### src/rtl/pc_seq_pkg.sv
// Shared types and constants for the fetch-side PC sequencer.
// Holds the sequencer state encoding, the NOP word and the default fetch vectors.
package pc_seq_pkg;

  typedef enum logic [2:0] {
    S_BOOT  = 3'd0,
    S_REQ   = 3'd1,
    S_WAIT  = 3'd2,
    S_DRAIN = 3'd3,
    S_HOLD  = 3'd4
  } state_t;

  localparam logic [31:0] NOP_INSTR    = 32'h0000_0013;
  localparam logic [31:0] RESET_PC_DEF = 32'h0000_0000;
  localparam logic [31:0] TRAP_PC_DEF  = 32'h0000_0100;

  function automatic logic is_misaligned(input logic [31:0] addr);
    return (addr[1:0] != 2'b00);
  endfunction

endpackage

### src/rtl/pc_seq_redirect_det.sv
// Combinational decode of execute-stage redirects: taken check, fetch target, misalignment.
// A misaligned target is replaced by the trap vector.
module redirect_det
  import pc_seq_pkg::*;
#(
  parameter logic [31:0] TRAP_PC = TRAP_PC_DEF
) (
  input  logic        ex_valid,
  input  logic        ex_br_sig,
  input  logic [31:0] ex_new_pc,
  input  logic [31:0] ex_pc_plus4,
  output logic        redirect,
  output logic        misalign,
  output logic [31:0] target
);

  // Predict-not-taken: only a resolved PC that differs from the fall-through redirects.
  always_comb begin
    redirect = ex_valid & ex_br_sig & (ex_new_pc != ex_pc_plus4);
    misalign = redirect & is_misaligned(ex_new_pc);
    target   = is_misaligned(ex_new_pc) ? TRAP_PC : ex_new_pc;
  end

endmodule

### src/rtl/pc_seq.sv
// Fetch PC sequencer: owns the fetch PC, runs the imem handshake with one request
// outstanding, and applies execute-stage redirects with a registered flush pulse.
module pc_seq
  import pc_seq_pkg::*;
#(
  parameter logic [31:0] RESET_PC = RESET_PC_DEF,
  parameter logic [31:0] TRAP_PC  = TRAP_PC_DEF
) (
  input  logic        clk,
  input  logic        rst_n,
  input  logic        ex_valid,
  input  logic        ex_br_sig,
  input  logic [31:0] ex_new_pc,
  input  logic [31:0] ex_pc_plus4,
  input  logic        stall,
  output logic        imem_req,
  output logic [31:0] imem_addr,
  input  logic        imem_gnt,
  input  logic        imem_rvalid,
  input  logic [31:0] imem_rdata,
  output logic        if_valid,
  output logic [31:0] if_instr,
  output logic [31:0] if_pc,
  output logic        flush,
  output logic        misalign
);

  state_t      state_r;
  state_t      state_nxt;
  logic [31:0] pc_r;
  logic [31:0] pc_nxt;
  logic        drop_r;
  logic        drop_nxt;
  logic        ifv_keep_s;
  logic        ifv_nxt;
  logic [31:0] instr_nxt;
  logic [31:0] ifpc_nxt;
  logic        redirect_s;
  logic        misalign_s;
  logic [31:0] target_s;

  redirect_det #(
    .TRAP_PC(TRAP_PC)
  ) u_redirect_det (
    .ex_valid   (ex_valid),
    .ex_br_sig  (ex_br_sig),
    .ex_new_pc  (ex_new_pc),
    .ex_pc_plus4(ex_pc_plus4),
    .redirect   (redirect_s),
    .misalign   (misalign_s),
    .target     (target_s)
  );

  // Next-state, next-PC and IF/ID output selection.
  always_comb begin
    state_nxt  = state_r;
    pc_nxt     = pc_r;
    drop_nxt   = drop_r;
    ifv_keep_s = if_valid & stall;
    instr_nxt  = if_instr;
    ifpc_nxt   = if_pc;

    case (state_r)
      S_BOOT: begin
        state_nxt = S_REQ;
        if (redirect_s) begin
          pc_nxt = target_s;
        end else begin
          pc_nxt = pc_r;
        end
      end

      S_REQ: begin
        if (redirect_s) begin
          pc_nxt = target_s;
          // The old address was already accepted; its response must be discarded.
          if (imem_gnt) begin
            drop_nxt  = 1'b1;
            state_nxt = S_DRAIN;
          end else begin
            state_nxt = S_REQ;
          end
        end else if (imem_gnt) begin
          pc_nxt    = pc_r + 32'd4;
          state_nxt = S_WAIT;
        end else begin
          state_nxt = S_REQ;
        end
      end

      S_WAIT: begin
        if (redirect_s) begin
          pc_nxt = target_s;
          if (imem_rvalid) begin
            state_nxt = S_REQ;
          end else begin
            drop_nxt  = 1'b1;
            state_nxt = S_DRAIN;
          end
        end else if (imem_rvalid) begin
          instr_nxt  = imem_rdata;
          ifpc_nxt   = pc_r - 32'd4;
          ifv_keep_s = 1'b1;
          state_nxt  = stall ? S_HOLD : S_REQ;
        end else begin
          state_nxt = S_WAIT;
        end
      end

      S_DRAIN: begin
        if (redirect_s) begin
          pc_nxt = target_s;
        end else begin
          pc_nxt = pc_r;
        end
        if (imem_rvalid) begin
          drop_nxt  = 1'b0;
          state_nxt = S_REQ;
        end else begin
          state_nxt = S_DRAIN;
        end
      end

      S_HOLD: begin
        if (redirect_s) begin
          pc_nxt    = target_s;
          state_nxt = S_REQ;
        end else if (!stall) begin
          state_nxt = S_REQ;
        end else begin
          state_nxt = S_HOLD;
        end
      end

      default: begin
        state_nxt = S_BOOT;
        pc_nxt    = RESET_PC;
        drop_nxt  = 1'b0;
      end
    endcase

    ifv_nxt = redirect_s ? 1'b0 : ifv_keep_s;
  end

  // State, PC and registered outputs; request/address track the next state so they are glitch-free.
  always_ff @(posedge clk or negedge rst_n) begin
    if (!rst_n) begin
      state_r   <= S_BOOT;
      pc_r      <= RESET_PC;
      drop_r    <= 1'b0;
      imem_req  <= 1'b0;
      imem_addr <= RESET_PC;
      if_valid  <= 1'b0;
      if_instr  <= NOP_INSTR;
      if_pc     <= 32'h0000_0000;
      flush     <= 1'b0;
      misalign  <= 1'b0;
    end else begin
      state_r   <= state_nxt;
      pc_r      <= pc_nxt;
      drop_r    <= drop_nxt;
      imem_req  <= (state_nxt == S_REQ);
      imem_addr <= pc_nxt;
      if_valid  <= ifv_nxt;
      if_instr  <= instr_nxt;
      if_pc     <= ifpc_nxt;
      flush     <= redirect_s;
      misalign  <= misalign_s;
    end
  end

endmodule

### config.mk
export PLATFORM = sky130hd
export DESIGN_NAME = pc_seq
export DESIGN_NICKNAME = d
export VERILOG_FILES = /design/src/rtl/pc_seq_pkg.sv /design/src/rtl/pc_seq_redirect_det.sv /design/src/rtl/pc_seq.sv
export SDC_FILE = /design/constraint.sdc
export NUM_CORES = 1
export LEC_CHECK = 0
export ABC_AREA = 1
export ABC_CLOCK_PERIOD_IN_PS = 2710
export CORE_ASPECT_RATIO = 1.5
export CORE_MARGIN = 3
export CORE_UTILIZATION = 25
export CTS_CLUSTER_DIAMETER = 60
export DETAILED_ROUTE_END_ITERATION = 12
export PLACE_DENSITY_LB_ADDON = 0.2
export SETUP_SLACK_MARGIN = 0.3
export SLEW_MARGIN = 10
export SYNTH_ARGS = -nofsm -noshare
export SYNTH_HDL_FRONTEND = slang
export SYNTH_SLANG_ARGS = --single-unit
### constraint.sdc
create_clock -name clk -period 2.71 [get_ports clk]
set_input_delay 0.4065 -clock clk [delete_from_list [all_inputs] [get_ports clk]]
set_output_delay 0.4065 -clock clk [all_outputs]
set_load 0.005 [all_outputs]
==> results of run 1 <==
[power groups by stage]
stage	combinational [mW]	sequential, mW	clock (mW)
final	4.47	2.81	1.43
after global routing	4.99	2.91	1.55
after CTS	4.56	2.81	1.49
after detailed placement	4.54	2.84	0
after global placement	4.52	2.83	0
after floorplan	2.51	2.60	0
[metrics by stage]
step,instance area (sq um),utilization,setup slack [ns],std cells
3_3_place_gp,9054,0.3490,0.07787,1487
2_1_floorplan,6620,-,0.8903,978
4_1_cts,9387,0.3618,0.4838,1504
3_5_place_dp,9054,0.3490,0.1015,1487
5_1_grt,9387,0.3618,0.3432,1504
6_report,9387,0.3618,0.5096,1504
[cell usage in the layout, fill, tap and decap left out, types with 2 or more instances in the layout]
master and instances:
clkdlybuf4s50_1 201, ha_1 2, o21ai_0 11, o21ai_1 18, nor2_4 2, nor2_2 6, dfstp_2 3, dfrtp_1 100
nand4_1 19, nand3b_1 3, nor2_1 101, nand2_1 419, inv_8 3, inv_2 8, buf_4 15, a21oi_1 2
clkbuf_16 9, inv_1 77, nand2_2 3, nand3_1 59, buf_12 8, nor3_1 15, or2_2 2, xor2_1 36
xnor2_1 28, nand2_4 3
[flip-flops by register name, summed over array words and instances (netlist names)]
name	count
flush	1
misalign	1
if_valid	1
if_instr	32
imem_req	1
state_r	3
pc_r	32
if_pc	32
[synthesized netlist by cell type]
cell type    n  share of area
a21oi_1      2         0.0015
a31oi_1      1        0.00095
buf_2       24          0.018
buf_4        4         0.0045
buf_6        6          0.010
clkbuf_1    14         0.0079
clkinv_1     1        0.00057
dfrtp_1    100           0.38
dfstp_2      3          0.012
ha_1         2         0.0038
inv_1       77          0.044
inv_2        8         0.0045
nand2_1    419           0.24
nand2_2      3         0.0028
nand2_4      3         0.0051
nand3_1     59          0.045
nand3b_1     3         0.0034
nand4_1     19          0.018
nand4_2      1         0.0019
nor2_1     102          0.058
nor2_2       5         0.0047
nor2_4       2         0.0034
nor2_8       1         0.0030
nor3_1      15          0.011
nor3_2       1         0.0015
nor3b_2      1         0.0019
nor4_1       1        0.00095
o211ai_2     1         0.0019
o21a_1       1         0.0011
o21ai_0     11         0.0083
o21ai_1     18          0.014
o21ai_2      1         0.0013
o21bai_1     1         0.0011
o22ai_1      1        0.00095
or2_2        2         0.0019
or2_4        1         0.0013
xnor2_1     28          0.037
xor2_1      36          0.048
[cell type report]
| cell class | instances | share of cell area |
|---|---|---|
| well taps | 333 | 0.04439 |
| multi-input cells | 741 | 0.3674 |
| flip-flops and latches | 103 | 0.2750 |
| repair buffers | 225 | 0.2445 |
| clock inverters | 7 | 0.01040 |
| inverters | 86 | 0.03439 |
| clock buffers | 9 | 0.02399 |
[timing repair]
action                     in CTS  in global routing
hold endpoints to repair       19                  0
hold buffers                    1                  0
setup endpoints to repair       0                  0
resized for setup               0                  0
[kinds of logic (layout without fill, tap and decap cells)]
group,Yosys count,after routing,synth area share
buf+inv,134,327,0.08959
flops,103,103,0.3899
xor+xnor,64,64,0.08467
simple gates,638,638,0.4012
compound gates,37,37,0.03081
fa+ha+maj,2,2,0.003779
[metal layers]
metal / part of all wire / GRT usage / vias up
li1: - / - / 3383
met1: 0.42 / 0.1825 / 2895
met2: 0.51 / 0.2752 / 166
met3: 0.036 / 0.02441 / 40
met4: 0.032 / 0.06259 / 0
met5: 0 / 0 / -
[critical path: cells and delay by family]
family        cells  cell delay (ns)
simple gates      9             0.93
buf+inv           3             0.76
xor+xnor          1             0.31
[path summary, 6_finish.rpt]
| path | start | endpoint | depth (start not counted) | slack, ns |
|---|---|---|---|---|
| max in group asynchronous | rst_n | if_instr[4] | 3 | 1.54 |
| worst min-delay path | if_instr[1] | if_instr[1] | 2 | 0.47 |
| worst max-delay path | ex_new_pc[8] | if_pc[6] | 13 | 0.51 |
| worst max register to register | pc_r[5] | pc_r[31] | 11 | 0.55 |
| worst min register to register | if_instr[1] | if_instr[1] | 2 | 0.47 |
| min in group asynchronous | rst_n | pc_r[5] | 2 | 0.48 |
==> results.txt, run 1 <==
- The run finished with clean final reports.
* Worst setup skew after layout: 0.01175 ns
- Final Max Slew Viols: 0
- The floorplan step defined a die boundary enclosing 0.02851 sq mm.
* Core box area: 0.02594 sq mm
- Initial antenna violation count: 0
- After clock tree synthesis, the clock-pin slew on the worst setup and hold paths is 0.08 ns.
* Post-synthesis sequential area ratio: 0.3899
* Data arrival time of the critical path: 2.46 ns
- Vias per inst: 4.311
* Cells along the critical path: clkdlybuf4s50_1, xnor2_1, nand2_1, nor2_1, nand2_1, nor2_1, buf_4, nand2_2, nand2_4, nand2_2, buf_12, nor2_1, nor2_1
- Largest net degree at the start of global routing: 67
- Final antenna-violating net count: 0
- Setup repair after global routing missed its margin: false
* Count of buffers added by post-CTS timing repair for setup: 0
* Static leakage: 4.467 nW
- GRT Total Usage: 0.1534
* Worst skew pair latency: 0.36 ns
- Global-route wire length before repair: 35100 um
- Slowest-stage cell, CP: clkdlybuf4s50_1
- After detailed routing, the total wire length is 21900 um.
* Final period utilization: 0.8119
- The H-tree generated during clock tree synthesis spans 3 levels.
- The die is 138.9 um wide.
- Number of warnings reported in the yosys synthesis log: 0
* Sink Count: 103
- Registers take 0.002581 sq mm.
- Crit path required time: 2.97 ns
* Half-perimeter wire length after detailed placement: 17100 um
* Power share of the clock group: 0.164
* Area taken by multi-input logic gates: 0.003448 sq mm
- In the routed design, unresolved DRC markers number 0.
- Pint: 5.091 mW
- Setup violations remaining at the end of the flow were counted as 0.
* Post-synthesis register bit count: 103
- TritonCTS built the clock tree.
- Switch Pwr: 3.616 mW
- A synthesized cell averages 6.769 sq um.
* Routability cong.: 0.8672
* Relative max-transition margin: 0.6723
- The worst setup path is of the primary input to flip-flop kind.
- Ratio of cells with drive above 1 in the final layout: 0.06234
- For the finished layout, the period the worst path requires is 2.200 ns.
- Along the worst path, the maximum fanout reaches 66.
* Max-cap check violation count: 0
- Maximum clock frequency: 0.4545 GHz
- In the final routed layout, each cell accounts on average for 14.56 um.
- WHS: 0.4704 ns
* Total chip power: 8.708 mW
* Combinational share of power: 0.513
* Distinct cell type count of the synthesized netlist: 38
- For the pin with the worst max-slew slack, the measured transition is 0.4916 ns.
- IO Pins: 203
* Top cell by count, worst path: nor2_1
* Buffers from clock root to sink, at most: 2
* Number of fill cells: 2798
- After routing, the total negative slack on setup checks comes to 0 ns.
- Cell area after technology mapping: 0.006620 sq mm
* Router iterations before antenna repair: 5
- Worst-case vdd ir drop: 335.4 uV
- The number of nets in the synthesized netlist is 1083.
- The first routing iteration left 329 violations.
* Startpoint type of the worst setup path: primary input
- Sw Ratio: 0.4153
* Path type of the worst min-delay path: flip-flop to flip-flop
* Via count of the first global-routing pass: 6453
* Number of CTS-inserted buffers: 9
- Area delta synth->final: 41.79%
- Diode count: 0
- After technology mapping, the gate count stands at 978.
* Part of the total power dissipated in sequential elements: 0.322
* Hold violation total from the final report: 0
- CP max stage delay: 0.43 ns
- The routed layout has 6484 vias.
- The initial utilization of the core area, before any placement, comes to 0.2552.
- The floorplan has 72 rows.
- The worst setup path is captured at a flip-flop.
- Number of nets in the final layout: 1271
- Summed over all layers, the global routing overflow is 0.
- Clock tree root buffer cell: clkbuf_16
- Number of port buffers: 202
* Vertical die dimension: 205.3 um
- Ratio of total power to cell area: 927.7 mW/mm^2
(Power assumes the default switching activity.)
==> inputs of run 2 (changes only) <==
--- a/config.mk
+++ b/config.mk
@@ -6,7 +6,7 @@
 export NUM_CORES = 1
 export LEC_CHECK = 0
 export ABC_AREA = 1
-export ABC_CLOCK_PERIOD_IN_PS = 2710
+export ABC_CLOCK_PERIOD_IN_PS = 2000
 export CORE_ASPECT_RATIO = 1.5
 export CORE_MARGIN = 3
 export CORE_UTILIZATION = 25
==> constraint.sdc (replaced) <==
create_clock -name clk -period 2 [get_ports clk]
set_input_delay 0.3 -clock clk [delete_from_list [all_inputs] [get_ports clk]]
set_output_delay 0.3 -clock clk [all_outputs]
set_load 0.005 [all_outputs]
==> results.txt, run 2 (synthesis gave the netlist of run 1 again) <==
* Total grt overflow: 0
- TritonCTS built the clock tree.
- CP Capture Point: if_pc[24]
- Buffers inserted during clock tree synthesis total 9.
- Diode count: 0
- Die boundary width: 138.9 um
* Clock tree root buffer cell: clkbuf_16
- Vias per inst: 4.352
- CP Capture Type: flip-flop
* Total wire length: 26410 um
- Status: complete, no violations
- The number of failing hold endpoints at the final stage is 0.
- Post-layout utilization of the core: 0.4607
* Iter 0 DRT Violations: 299
* Data arrival time of the critical path: 2.10 ns
* Relative max-transition margin: 0.7422
- In the layout the commonest cells are nand2_1 (380), buf_4 (167), clkdlybuf4s50_1 (111), dfrtp_1 (82).
- After detailed routing, the number of remaining DRC violations is 0.
- Static leakage: 6.167 nW
- On the final layout, the worst clock skew is 0.01381 ns.
- In this run the remaining antenna-violating nets after routing total 0.
- Path type of the worst min-delay path: primary input to async pin
* Worst skew pair latency: 0.37 ns
- The floorplan has 72 rows.
- Crit Path Class: flip-flop to flip-flop
* Launching point of the worst reg2reg path: pc_r[2]
- Along the worst path, the maximum fanout reaches 4.
- Entering global routing, the biggest net connects 44 pins.
- During placement, the flow inserted port buffers numbering 202.
* FF-to-FF setup slack: 0.17 ns
- Via count of the routed design: 7433
* Leading cell type in the layout, fill and taps excluded: nand2_1
- During I/O placement, the number of pins put on the boundary was 203.
- The worst path needs 1.829 ns of the cycle, external delays included.
- STA puts the critical path data required time at 2.27 ns.
* Max H-tree Level: 3
- After clock tree synthesis, the clock-pin slew on the worst setup and hold paths is 0.08 ns.
* Final Max Slew Viols: 0
* Worst-case vdd ir drop: 522.3 uV
* Routability cong.: 0.8854
- Buffers from clock root to sink, at most: 2
- The net count of the finished layout is 1475.
- Ratio of cells with drive above 1 in the final layout: 0.3338
* Area of the die: 0.02851 sq mm
* Max-cap check violation count: 0
- R2R depth: 12
- After detailed routing, the average wire length per cell comes to 15.46 um.
* Slew of the pin with the lowest slew margin: 0.3838 ns
- Worst flop-to-flop path endpoint: if_pc[24]
* Startpoint type of the worst setup path: flip-flop
- Setup violations remaining at the end of the flow were counted as 0.
- Global-route wire length before repair: 40040 um
* Initial antenna violation count: 0
- Final period utilization: 0.9147
* Core box area: 0.02594 sq mm
* Half-perimeter wire length after detailed placement: 18200 um
- Starting density of the core: 0.2552
- Area delta synth->final: 80.55%
- The die is 205.3 um tall.
* Setup repair after global routing missed its margin: true
- The first TritonRoute pass finished after 5 iterations.
* GRT Total Usage: 0.1766
* Biggest regs: if_instr (32), if_pc (32), pc_r (32)
- The filler cells instantiated in the layout total 2663.
- For this run, the top clock speed supported by timing is 0.5466 GHz.
- Total chip power: 14.47 mW
- The most critical setup path has its startpoint at pc_r[2].
* Sink Count: 103
- Via count of the first global-routing pass: 7395
- For this design the ratio of total power to cell area is 1211 mW/mm^2.
run 2: changes by cell type in the layout (fill, tap and decap cells not counted), moves of 30 or more:
cell	change
nand2_1	-39
buf_4	+152
clkdlybuf4s50_1	-90
nor2_1	-34
buf_6	+30
clkbuf_2	+34
run 2: repair_timing:
item,CTS,global route
resized for setup,207,218
hold endpoints to repair,14,0
hold buffers,1,0
buffers inserted,75,25
pin swaps,73,115
endpoints found under the setup margin,131,113
gates cloned,8,4
run 2: per-layer routing:
layer / vias up / share of wire / global-route usage
met4: 0 / 0.044 / 0.07797
met1: 3383 / 0.38 / 0.1908
met2: 209 / 0.54 / 0.3377
met3: 57 / 0.041 / 0.02720
met5: - / 0 / 0
li1: 3784 / - / -
run 2: power breakdown:
part	total, mW	internal, mW	switching, mW
logic	9.09	4.64	4.45
clock network	1.82	0.882	0.937
registers	3.56	2.95	0.613
total	14.5	8.47	6.00
run 2: per-stage QoR:
stage	std cells	hold WS (ns)	setup WS [ns]	setup TNS [ns]	cell area [sq um]
after floorplan	978	0.004409	0.2263	0	6659
after global placement	1579	0.1942	-0.4122	-36.62	9808
after detailed placement	1579	0.1926	-0.4123	-35.86	9808
after CTS	1679	0.3319	0.1865	0	11290
after global routing	1708	0.3442	0.02536	0	11950
final	1708	0.3410	0.1705	0	11950
run 2: layout make-up:
cell class | instances | area [sq um] | share of cell area
clock buffers | 9 | 225.2 | 0.01884
clock inverters | 7 | 70.07 | 0.005862
inverters | 86 | 350.3 | 0.02931
multi-input cells | 741 | 4130 | 0.3455
flip-flops and latches | 103 | 2604 | 0.2178
well taps | 333 | 416.7 | 0.03486
repair buffers | 429 | 4156 | 0.3477
run 2: worst max-delay path: stages, from the launching register on:
cell     delay, ns
dfrtp_2       0.47
inv_4         0.11
ha_4          0.15
nand2_4       0.05
nor2_4        0.11
inv_2         0.07
nor2_4        0.09
nand4_1       0.15
nor3_2        0.18
nand2_1       0.10
xor2_1        0.15
nand2_1       0.06
nand2_1       0.05
run 2: worst min-delay path by stage:
stage | end | slack [ns] | depth (start not counted)
6_report | if_pc[28] | 0.34 | 2
5_1_grt | if_instr[27] | 0.34 | 2
4_1_cts | if_instr[27] | 0.33 | 2
2_1_floorplan | flush | 0.004 | 0
3_3_place_gp | if_instr[27] | 0.19 | 1
3_5_place_dp | if_instr[27] | 0.19 | 1
==> patch, RTL diff (flow settings as in run 2) <==
Reset style: synchronous (`rst_n`), changed in one clocked block.
--- a/src/rtl/pc_seq.sv
+++ b/src/rtl/pc_seq.sv
@@ -145,3 +145,3 @@
   // State, PC and registered outputs; request/address track the next state so they are glitch-free.
-  always_ff @(posedge clk or negedge rst_n) begin
+  always_ff @(posedge clk) begin
     if (!rst_n) begin
Function: differs if rst_n is asserted again (counterexample within 4 cycles, from zero or initial values and one cycle with rst_n low); with rst_n held inactive, the same outputs for 4 cycles.
==> patch against run 2 <==
Die area fell by 4.1%. Cell area is 6.7% lower. Sequential cell count is the same. Synthesized area fell by 4.3%. Routed wire length decreased by 7.6%. Setup slack got worse by 0.0034 ns. Critical path type unchanged. Largest cell class is now multi-input combinational cells.
Power is not compared: it rests on default switching activity, and its combinational part moved more than twofold at a synthesized area within 25%.
==> patch: results (changes against run 2) <==
Status = completed
Layout Skew = 0.0112 ns (-0.00260 ns)
Hold path cells = 4
Pin count of the biggest net entering global routing = 64 (+45%)
Global-route wire length before repair = 35.8 mm (-11%)
Yosys warning count = 0 (unchanged)
Syn_nets = 1087 (+0.37%)
Sequential-to-total area share from yosys stat = 32.5% (-6.5 points)
Clock buffer depth = 2 (unchanged)
Gr usage total = 16.3% (-1.4 points)
Hold/Removal Path Class = primary input to flop
H-tree depth = 3 (unchanged)
Synth top cells by count = nand2_1, nor2_1, dfxtp_1
Final #Nets = 1442 (-2.2%)
HP Start = rst_n
Slew HR = 59.2% (-15 points)
Initial antenna violation count = 0 (unchanged)
R2r setup slk = 0.17 ns
Cell area after synthesis = 6340 µm² (-4.3%)
Leak = 5.09 nW
Crit path from = pc_r[3]
Starting DRT DRC Count = 369 (+23%)
Synth async-reset ratio = 0% (-100 points)
Most frequent cell after synthesis = nand2_1
Share of cells above drive strength 1 = 31.7% (-1.7 points)
Wire per inst = 14.6 µm (-5.3%)
Number of global-route vias before repair = 6834 (-7.6%)
Setup Slack @ Placement = -0.515 ns (-0.103 ns)
Gpl congestion = 0.822 (-7.1%)
Port Buffer Count = 202 (unchanged)
Power share of the combinational group = 33.0%
Antenna fix cells = 0 (unchanged)
CP max stage delay = 0.39 ns (-0.08 ns)
Top flop regs = if_instr (32), if_pc (32), pc_r (32)
Post-synth top flop = dfxtp_1
R2R cell count = 12 (unchanged)
Crit path DAT = 2.13 ns (+0.03 ns)
Worst setup path end = pc_r[27]
Root Buffer Master = clkbuf_16
Hold WS = 0.442 ns (+0.101 ns)
Synth unique cells = 40 (+5.3%)
Worst skew pair latency = 0.36 ns
Reg clk slew, reported paths = 0.08 ns (about the same)
FMAX = 546 MHz (-0.19%)
Slowest CP cell = dfxtp_4
Synth top area cells = dfxtp_1, nand2_1, nor2_1, nand3_1, inv_1
CTS Buf Count = 9 (unchanged)
Drt pass-1 iters = 5 (unchanged)
Worst Path Max Fanout = 5 (+1)
P_sw = 0.00188 W
Hold endpoint = pc_r[6]
Final HPWL from detailed placement = 16.2 mm (-11%)
Via density = 4.37 (+0.48%)
patch: cell types whose count changed after synthesis, sizes merged, moves of 6 or more:
cell    before  now
nor3        16   22
nand3       59   66
nand4       20   14
a31oi        1    8
nor2       110  173
dfxtp        0  103
a21oi        2   51
nand2      425  257
dfrtp      100    0
clkbuf      14   21
o21ai       30   64
patch: worst min-delay path, stage by stage:
cell and delay (ns):
buf_2 0.09, inv_1 0.06, buf_12 0.18, a21oi_2 0.12
patch: cell type report:
class,instances,area [µm²]
clock buffer,11,233
timing repair buffer,404,3900
clock inverter,5,66.3
sequential,103,2120
tap,324,405
multi-input combinational,730,4070
inverter,89,353
fill,2577,13500
patch: repair_timing:
| action | CTS | global route |
|---|---|---|
| gates resized for setup | 166 | 221 |
| pin swaps | 45 | 72 |
| setup buffers | 67 | 30 |
| hold endpoints to repair | 0 | 0 |
| endpoints found under the setup margin | 121 | 112 |
| gates cloned | 8 | 7 |
patch: kinds of logic (layout without fill, tap and decap cells):
family | count (synthesis) | in the layout | share of synthesized area [%]
flip-flops | 103 | 103 | 32.5
XOR/XNOR | 60 | 60 | 8.29
AO/OA/AOI/OAI | 127 | 127 | 11.0
buffers and inverters | 149 | 509 | 10.7
adder cells (fa/ha/maj) | 2 | 2 | 0.395
AND/OR/NAND/NOR | 541 | 541 | 37.0
patch: metal layers:
layer / track usage (%) / part of all wire (%) / vias to the layer above
li1: - / - / 3801
met1: 18.6 / 40 / 3299
met2: 30.2 / 54 / 164
met3: 2.76 / 4.4 / 21
met4: 5.08 / 1.9 / 0
met5: 0 / 0 / -
patch: through the flow:
step	total power [W]	cell area [µm²]	cells
finish	0.00600	11200	1666
global route	0.00632	11200	1666
CTS	0.00583	10500	1629
detailed placement	0.00375	9210	1538
global placement	0.00375	9210	1538
floorplan	0.00302	6340	982
